==> config.mk <==
export PLATFORM = sky130hd
export DESIGN_NAME = lb_regbank_gen_flat
export DESIGN_NICKNAME = d
export VERILOG_FILES = /design/src/rtl/lb_regbank_gen_if.sv /design/src/rtl/lb_regbank_gen.sv /design/src/flat_wrapper.sv
export SDC_FILE = /design/constraint.sdc
export NUM_CORES = 1
export LEC_CHECK = 0
export BUFFER_PORTS_ARGS = -buffer_cell sky130_fd_sc_hd__buf_4
export CAP_MARGIN = 10
export CORE_AREA = 2 2 465 467
export CTS_CLUSTER_DIAMETER = 80
export CTS_CLUSTER_SIZE = 12
export DETAILED_ROUTE_END_ITERATION = 7
export DIE_AREA = 0 0 467 469
export HOLD_SLACK_MARGIN = 0.12
export MAX_ROUTING_LAYER = met4
export PLACE_DENSITY = 0.3
export SYNTH_ARGS = -nofsm -noshare
export SYNTH_HDL_FRONTEND = slang
export SYNTH_SLANG_ARGS = --single-unit
==> constraint.sdc <==
create_clock -name clk -period 18.34 [get_ports clk]
set_input_delay 1.834 -clock clk [delete_from_list [all_inputs] [get_ports clk]]
set_output_delay 1.834 -clock clk [all_outputs]
set_load 0.1 [all_outputs]
==> src/rtl/lb_regbank_gen_if.sv <==
// Local-bus port bundle for lb_regbank_gen: single-cycle write request plus a
// read path whose enable, last-beat flag and address arrive as delay lines.
interface lb_regbank_gen_if #(
  parameter int unsigned ADDR_WIDTH = 24,
  parameter int unsigned DATA_WIDTH = 32,
  parameter int unsigned READDELAY  = 1
) ();
  logic                              wren;
  logic [ADDR_WIDTH-1:0]             waddr;
  logic [DATA_WIDTH-1:0]             wdata;
  logic [READDELAY+1:0]              rden;
  logic [READDELAY+1:0]              rdenlast;
  logic [(READDELAY+1)*ADDR_WIDTH-1:0] raddr;
  logic [DATA_WIDTH-1:0]             rdata;
  logic                              rvalid;
  logic                              rvalidlast;

  modport master (
    output wren, waddr, wdata, rden, rdenlast, raddr,
    input  rdata, rvalid, rvalidlast
  );

  modport slave (
    input  wren, waddr, wdata, rden, rdenlast, raddr,
    output rdata, rvalid, rvalidlast
  );
endinterface

==> src/rtl/lb_regbank_gen.sv <==
// Generic local-bus register bank: NREG registers at BASE..BASE+NREG-1 plus a
// commit word at BASE+NREG. Each entry is RW, RW self-clearing (pulse) or
// read-only status. Optional feature macro LB_REGBANK_SHADOW_EN: RW writes land
// in a shadow copy that is transferred to the active registers by writing the
// commit word. Without the macro, writes update the active registers directly.
module lb_regbank_gen #(
  parameter int unsigned                   NREG       = 16,
  parameter int unsigned                   DATA_WIDTH = 32,
  parameter int unsigned                   ADDR_WIDTH = 24,
  parameter int unsigned                   READDELAY  = 1,
  parameter logic [ADDR_WIDTH-1:0]         BASE       = '0,
  parameter logic [NREG-1:0]               RW_MASK    = '1,
  parameter logic [NREG-1:0]               PULSE_MASK = '0,
  parameter logic [NREG*DATA_WIDTH-1:0]    INIT       = '0
) (
  input  logic                             clk,
  input  logic                             reset,
  lb_regbank_gen_if.slave                  bus_io,
  output logic [NREG*DATA_WIDTH-1:0]       regs,
  output logic [NREG-1:0]                  stb,
  input  logic [NREG*DATA_WIDTH-1:0]       status,
  output logic                             commit_pending
);

  localparam int unsigned IdxW  = (NREG > 1) ? $clog2(NREG) : 1;
  localparam int unsigned WideW = (DATA_WIDTH > 32) ? DATA_WIDTH : 32;
  localparam logic [ADDR_WIDTH:0] NregA = (ADDR_WIDTH+1)'(NREG);

  typedef struct packed {
    logic            reg_hit;
    logic            commit_hit;
    logic [IdxW-1:0] idx;
  } dec_t;

  // Offset is computed one bit wider so BASE near the top of the map can't wrap.
  function automatic dec_t decode(input logic [ADDR_WIDTH-1:0] addr);
    logic [ADDR_WIDTH:0] off;
    dec_t d;
    off          = {1'b0, addr} - {1'b0, BASE};
    d.reg_hit    = (addr >= BASE) && (off < NregA);
    d.commit_hit = (addr >= BASE) && (off == NregA);
    d.idx        = off[IdxW-1:0];
    return d;
  endfunction

  function automatic logic [DATA_WIDTH-1:0] init_of(input int unsigned i);
    return INIT[i*DATA_WIDTH +: DATA_WIDTH];
  endfunction

  // ---------------------------------------------------------------------------
  // Write pipeline: request registered once, decoded and applied the next cycle
  // ---------------------------------------------------------------------------
  logic                  wr_vld_q;
  logic [ADDR_WIDTH-1:0] wr_addr_q;
  logic [DATA_WIDTH-1:0] wr_data_q;
  dec_t                  wr_dec;
  logic                  wr_rw;

  // Capture the bus write; reset drops any request in flight.
  always_ff @(posedge clk or posedge reset) begin
    if (reset) begin
      wr_vld_q  <= 1'b0;
      wr_addr_q <= '0;
      wr_data_q <= '0;
    end else begin
      wr_vld_q  <= bus_io.wren;
      if (bus_io.wren) begin
        wr_addr_q <= bus_io.waddr;
        wr_data_q <= bus_io.wdata;
      end
    end
  end

  assign wr_dec = decode(wr_addr_q);
  assign wr_rw  = wr_vld_q && wr_dec.reg_hit && RW_MASK[wr_dec.idx];

  // One-cycle strobe for the RW register being written this cycle.
  always_comb begin
    stb = '0;
    if (wr_rw) stb[wr_dec.idx] = 1'b1;
  end

  // ---------------------------------------------------------------------------
  // Register storage
  // ---------------------------------------------------------------------------
  logic [DATA_WIDTH-1:0] act_q [NREG];
  logic [DATA_WIDTH-1:0] act_d [NREG];
  logic [DATA_WIDTH-1:0] status_a [NREG];

  for (genvar g = 0; g < NREG; g++) begin : g_map
    assign regs[g*DATA_WIDTH +: DATA_WIDTH] = act_q[g];
    assign status_a[g]                      = status[g*DATA_WIDTH +: DATA_WIDTH];
  end

`ifdef LB_REGBANK_SHADOW_EN
  logic                  wr_commit;
  logic [DATA_WIDTH-1:0] sh_q [NREG];
  logic [DATA_WIDTH-1:0] sh_d [NREG];
  logic [31:0]           cnt_q, cnt_d;
  logic                  pend_q, pend_d;

  assign wr_commit = wr_vld_q && wr_dec.commit_hit;

  // Next state: pulse regs fall back to INIT, RW writes go to the shadow,
  // a commit copies every non-pulse RW shadow entry into the active set.
  always_comb begin
    act_d  = act_q;
    sh_d   = sh_q;
    cnt_d  = cnt_q;
    pend_d = pend_q;
    for (int i = 0; i < NREG; i++) begin
      if (PULSE_MASK[i]) act_d[i] = init_of(i);
    end
    if (wr_commit) begin
      for (int i = 0; i < NREG; i++) begin
        if (RW_MASK[i] && !PULSE_MASK[i]) act_d[i] = sh_q[i];
      end
      cnt_d  = cnt_q + 32'd1;
      pend_d = 1'b0;
    end
    if (wr_rw) begin
      if (PULSE_MASK[wr_dec.idx]) begin
        act_d[wr_dec.idx] = wr_data_q;
      end else begin
        sh_d[wr_dec.idx] = wr_data_q;
        pend_d           = 1'b1;
      end
    end
  end

  // Active, shadow, commit counter and pending flag.
  always_ff @(posedge clk or posedge reset) begin
    if (reset) begin
      for (int i = 0; i < NREG; i++) begin
        act_q[i] <= init_of(i);
        sh_q[i]  <= init_of(i);
      end
      cnt_q  <= '0;
      pend_q <= 1'b0;
    end else begin
      act_q  <= act_d;
      sh_q   <= sh_d;
      cnt_q  <= cnt_d;
      pend_q <= pend_d;
    end
  end

  assign commit_pending = pend_q;
`else
  // Next state: pulse regs fall back to INIT, RW writes land directly.
  always_comb begin
    act_d = act_q;
    for (int i = 0; i < NREG; i++) begin
      if (PULSE_MASK[i]) act_d[i] = init_of(i);
    end
    if (wr_rw) act_d[wr_dec.idx] = wr_data_q;
  end

  // Active register set.
  always_ff @(posedge clk or posedge reset) begin
    if (reset) begin
      for (int i = 0; i < NREG; i++) act_q[i] <= init_of(i);
    end else begin
      act_q <= act_d;
    end
  end

  assign commit_pending = 1'b0;
`endif

  // ---------------------------------------------------------------------------
  // Read path: sample address at delay stage READDELAY, present data one later
  // ---------------------------------------------------------------------------
  logic                  rd_sample;
  logic [ADDR_WIDTH-1:0] rd_addr;
  dec_t                  rd_dec;
  logic [WideW-1:0]      rd_word;
  logic [DATA_WIDTH-1:0] rdata_q, rdata_d;

  assign rd_sample = bus_io.rden[READDELAY];
  assign rd_addr   = bus_io.raddr[READDELAY*ADDR_WIDTH +: ADDR_WIDTH];
  assign rd_dec    = decode(rd_addr);

  // Read mux; rdata holds when nothing is sampled.
  always_comb begin
    rd_word = WideW'(32'hdeadbeef);
    if (rd_dec.reg_hit) begin
      if (RW_MASK[rd_dec.idx]) rd_word = WideW'(act_q[rd_dec.idx]);
      else                     rd_word = WideW'(status_a[rd_dec.idx]);
    end else if (rd_dec.commit_hit) begin
`ifdef LB_REGBANK_SHADOW_EN
      rd_word = WideW'(cnt_q);
`else
      rd_word = '0;
`endif
    end
    rdata_d = rdata_q;
    if (rd_sample) rdata_d = rd_word[DATA_WIDTH-1:0];
  end

  // Read data register.
  always_ff @(posedge clk or posedge reset) begin
    if (reset) rdata_q <= '0;
    else       rdata_q <= rdata_d;
  end

  assign bus_io.rdata      = rdata_q;
  assign bus_io.rvalid     = bus_io.rden[READDELAY+1];
  assign bus_io.rvalidlast = bus_io.rdenlast[READDELAY+1];

  // Delay-line stages other than the sampled ones are not needed here.
  logic unused_bits;
  assign unused_bits = ^{bus_io.rden, bus_io.rdenlast, bus_io.raddr, wr_dec.commit_hit};

endmodule

==> src/flat_wrapper.sv <==
// flat-port wrapper written by rule: the top's interface ports become plain ports
module lb_regbank_gen_flat 
#(
  parameter int unsigned                   NREG       = 16,
  parameter int unsigned                   DATA_WIDTH = 32,
  parameter int unsigned                   ADDR_WIDTH = 24,
  parameter int unsigned                   READDELAY  = 1,
  parameter logic [ADDR_WIDTH-1:0]         BASE       = '0,
  parameter logic [NREG-1:0]               RW_MASK    = '1,
  parameter logic [NREG-1:0]               PULSE_MASK = '0,
  parameter logic [NREG*DATA_WIDTH-1:0]    INIT       = '0
)
  (clk, reset, regs, stb, status, commit_pending, bus_io_wren, bus_io_waddr, bus_io_wdata, bus_io_rden, bus_io_rdenlast, bus_io_raddr, bus_io_rdata, bus_io_rvalid, bus_io_rvalidlast);
  lb_regbank_gen_if #(.ADDR_WIDTH(ADDR_WIDTH), .DATA_WIDTH(DATA_WIDTH), .READDELAY(READDELAY)) bus_io_i ();
  input  logic clk;
  input  logic reset;
  output logic [NREG*DATA_WIDTH-1:0] regs;
  output logic [NREG-1:0] stb;
  input  logic [NREG*DATA_WIDTH-1:0] status;
  output logic commit_pending;
  input wire logic [$bits(bus_io_i.wren)-1:0] bus_io_wren;
  input wire logic [$bits(bus_io_i.waddr)-1:0] bus_io_waddr;
  input wire logic [$bits(bus_io_i.wdata)-1:0] bus_io_wdata;
  input wire logic [$bits(bus_io_i.rden)-1:0] bus_io_rden;
  input wire logic [$bits(bus_io_i.rdenlast)-1:0] bus_io_rdenlast;
  input wire logic [$bits(bus_io_i.raddr)-1:0] bus_io_raddr;
  output wire logic [$bits(bus_io_i.rdata)-1:0] bus_io_rdata;
  output wire logic [$bits(bus_io_i.rvalid)-1:0] bus_io_rvalid;
  output wire logic [$bits(bus_io_i.rvalidlast)-1:0] bus_io_rvalidlast;
  assign bus_io_i.wren = bus_io_wren;
  assign bus_io_i.waddr = bus_io_waddr;
  assign bus_io_i.wdata = bus_io_wdata;
  assign bus_io_i.rden = bus_io_rden;
  assign bus_io_i.rdenlast = bus_io_rdenlast;
  assign bus_io_i.raddr = bus_io_raddr;
  assign bus_io_rdata = bus_io_i.rdata;
  assign bus_io_rvalid = bus_io_i.rvalid;
  assign bus_io_rvalidlast = bus_io_i.rvalidlast;
  lb_regbank_gen #(.NREG(NREG), .DATA_WIDTH(DATA_WIDTH), .ADDR_WIDTH(ADDR_WIDTH), .READDELAY(READDELAY), .BASE(BASE), .RW_MASK(RW_MASK), .PULSE_MASK(PULSE_MASK), .INIT(INIT)) u_core (.clk(clk), .reset(reset), .bus_io(bus_io_i), .regs(regs), .stb(stb), .status(status), .commit_pending(commit_pending));
endmodule
==> flow_metrics.env <==
export IMPL_status="complete, no violations"
export IMPL_placedCellCount=5065
export IMPL_cts_tree="yes"
export IMPL_drive_above_1_share_pct=65.3
export IMPL_setup_worst_path_class="reg -> out"
export IMPL_gp_congestion=0.726
export IMPL_synth_nets=2292
export IMPL_via_per_inst=3.48
export IMPL_grt_pass1_wl_um=187000
export IMPL_grt_max_degree=141
export IMPL_clkTransAtPathRegs_ns=0.06
export IMPL_rsz0062_at_grt="false"
export IMPL_fmax_mhz=181
export IMPL_syn_mean_instance_area_sq_um=16.1
export IMPL_final_cells=5203
export IMPL_h_tree_depth=3
export IMPL_seq_area_frac_synth_pct=56.2
export IMPL_fin_crit_sh_pct=30.2
export IMPL_postRouteAntennaNets=0
export IMPL_r2r_end="u_core.regs[473]$_DFFE_PP0P_"
export IMPL_die_w_um=467
export IMPL_powerDensity_mw_per_mm2=83.0
export IMPL_ys_warn_count=0
export IMPL_dp_hpwl_um=97500
export IMPL_grt_pass1_vias=19100
export IMPL_first_pass_iters=4
export IMPL_track_usage_pct=13.0
export IMPL_fin_setup_tns_ns=0
export IMPL_grt_overflow_total=0
export IMPL_synthTopCellsByArea="dfrtp_1 (56%), mux2_2 (24%), mux4_2 (9.4%)"
export IMPL_numPortBuffers=643
export IMPL_clockRootBuffer="clkbuf_16"
export IMPL_rrSetupSlack_ns=14.60
export IMPL_synth_cell_types=39
export IMPL_end_kind="output pin"
export IMPL_cap_viol_max_count=0
export IMPL_syn_to_final_growth_pct=39.8
export IMPL_min_delay_worst_endpoint="u_core.bus_io.rdata[8]$_DFFE_PP0P_"
export IMPL_post_cts_buffers=0
export IMPL_detail_route_wl_per_cell_um=27.2
export IMPL_coreArea_sq_mm=0.214
export IMPL_hold_depth=1
export IMPL_ir_worst_vdd_mv=0.0641
export IMPL_drc=0
export IMPL_p_leak_nw=17.7
export IMPL_die_area_sq_mm=0.219
export IMPL_cp_start_kind="register"
export IMPL_path_max_fanout=16
export IMPL_postSynthCellCount=1667
export IMPL_ff2ff_path_depth=7
export IMPL_skew_ns=0.0363
export IMPL_tightestPinTransition_ns=1.07
export IMPL_slew_viol_final=0
export IMPL_numCtsBuffers=75
export IMPL_antenna_found_initial=17
export IMPL_finalNetCount=2929
export IMPL_slew_limit_headroom_pct=28.9
export IMPL_min_delay_start="u_core.bus_io.rdata[8]$_DFFE_PP0P_"
export IMPL_vias=18100
export IMPL_start_util_pct=12.5
export IMPL_finalHoldViolCount=0
export IMPL_worst_slack_ns=12.80
export IMPL_r2r_start="u_core.wr_addr_q[9]$_DFFE_PP0P_"
export IMPL_cp_arrival_ns=3.70
export IMPL_cp_required_ns=16.51
export IMPL_die_h_um=469
export IMPL_worstHoldPathType="reg -> reg"
export IMPL_num_rows=170
export IMPL_clock_path_buffers=3
export IMPL_report_power_total_w=0.00311
export IMPL_synth_area_sq_mm=0.0268
export IMPL_yosysTopAreaCellShare_pct=56.2
export IMPL_clock_latency_ns=0.71
export IMPL_drt_initial_drc_count=898
export IMPL_synth_ff_latch_count=601
export IMPL_hold_buffers=0
export IMPL_wl_um=141000
export IMPL_cts_resized=0
export IMPL_fillers=23400
export IMPL_layout_min_cycle_time_ns=5.54
export IMPL_dp_slack_ns=11.89
export IMPL_yosys_area_top_type="dfrtp_1"
export IMPL_ios=1188
export IMPL_cts_sinks=601
export IMPL_final_setup_viol_count=0
## Yosys cell counts
cell type  number
dfrtp_1       601
mux2_2        577
mux4_2        112
mux2i_1        54
buf_1          42
buf_4          36
buf_2          34
a221oi_1       30
clkbuf_1       28
o21ai_0        24
nand2_1        14
mux2_1         12
nor4_4         10
nand3_1         9
nor2_1          9
a22o_1          8
o221ai_1        8
o2bb2ai_1       8
nor4_1          6
nor4_2          6
buf_6           5
nor2b_1         5
inv_1           4
nor3_1          4
a221o_1         3
nand2b_1        3
nand4_1         2
nor3b_1         2
a21oi_1         1
and3b_1         1
conb_1          1
nand3_2         1
nand3b_1        1
nand4b_1        1
nor4b_1         1
o31a_1          1
o41a_1          1
or3_1           1
or4_1           1
## layer usage
| layer | wire (um) | vias up | global-route usage (%) |
|---|---|---|---|
| met5 | 0 | - | - |
| met4 | 2260 | 0 | 2.29 |
| met3 | 12200 | 117 | 5.09 |
| met2 | 65900 | 604 | 20.3 |
| met1 | 61000 | 9775 | 16.0 |
| li1 | - | 7600 | - |
## flip-flops by register name, summed over array words and instances, names as in the netlist
signal / flops
u_core.wr_data_q: 32
u_core.bus_io.rdata: 32
u_core.wr_vld_q: 1
u_core.wr_addr_q: 24
u_core.regs: 512
## power by group
part | internal, W | switching [W] | leakage, nW
combinational | 0.0000521 | 0.000119 | 8.33
sequential | 0.00134 | 0.0000480 | 8.19
clock | 0.000865 | 0.000682 | 1.19
total | 0.00226 | 0.000849 | 17.7
## cells in the final DEF, fill, tap and decap left out, drive strengths merged, types with 2 or more instances in the layout
cell and instances:
buf 705, dfrtp 601, mux2 589, mux4 112, clkbuf 95, mux2i 54, a221oi 30, o21ai 24
nor4 22, inv 16, nand2 14, clkinv 12, nand3 10, diode 9, nor2 9, a22o 8
o221ai 8, o2bb2ai 8, clkinvlp 6, nor2b 5, bufinv 4, nor3 4, nand2b 3, a221o 3
nand4 2, nor3b 2
## worst max-delay path by stage
stage	start	endpoint	slack, ns	cells past startpoint
4_1_cts	u_core.wr_addr_q[9]$_DFFE_PP0P_	stb[14]	12.64	6
3_3_place_gp	reset	u_core.regs[391]$_DFFE_PP0P_	11.81	7
2_1_floorplan	reset	u_core.bus_io.rdata[0]$_DFFE_PP0P_	8.31	1
5_1_grt	reset	u_core.regs[263]$_DFFE_PP0P_	12.29	7
6_report	u_core.wr_addr_q[9]$_DFFE_PP0P_	stb[14]	12.80	6
3_5_place_dp	reset	u_core.regs[327]$_DFFE_PP0P_	11.89	7
## cell families after synthesis
logic type / share of synthesized area [%]
buffers and inverters: 2.89
flip-flops: 56.2
other: 0.0140
multiplexers: 36.2
AND/OR/NAND/NOR: 2.29
AO/OA/AOI/OAI: 2.42
## metrics by stage
stage,area (sq um),util (%),hold WS [ns]
6_report,37400,17.5,0.494
3_3_place_gp,35000,16.4,0.474
3_5_place_dp,35000,16.4,0.476
2_1_floorplan,26800,-,0.472
4_1_cts,37400,17.5,0.493
5_1_grt,37400,17.5,0.500
## critical path: stages, from the launching register on
cell,delay [ns]
dfrtp_1,0.38
nor4_1,0.35
nand3_2,0.19
buf_4,0.31
nor4_4,0.93
buf_4,0.44
buf_4,0.36
## final cells by class
type | count | area (sq um) | share of cell area [%]
inverter | 4 | 18.8 | 0.0501
clock buffer | 95 | 2060 | 5.51
multi-input combinational | 917 | 11000 | 29.5
clock inverter | 34 | 383 | 1.02
timing repair buffer | 705 | 5320 | 14.2
sequential | 601 | 15000 | 40.2
antenna | 9 | 22.5 | 0.0602
tap | 2838 | 3550 | 9.49
Note: power is estimated with default switching activity, not from simulation.
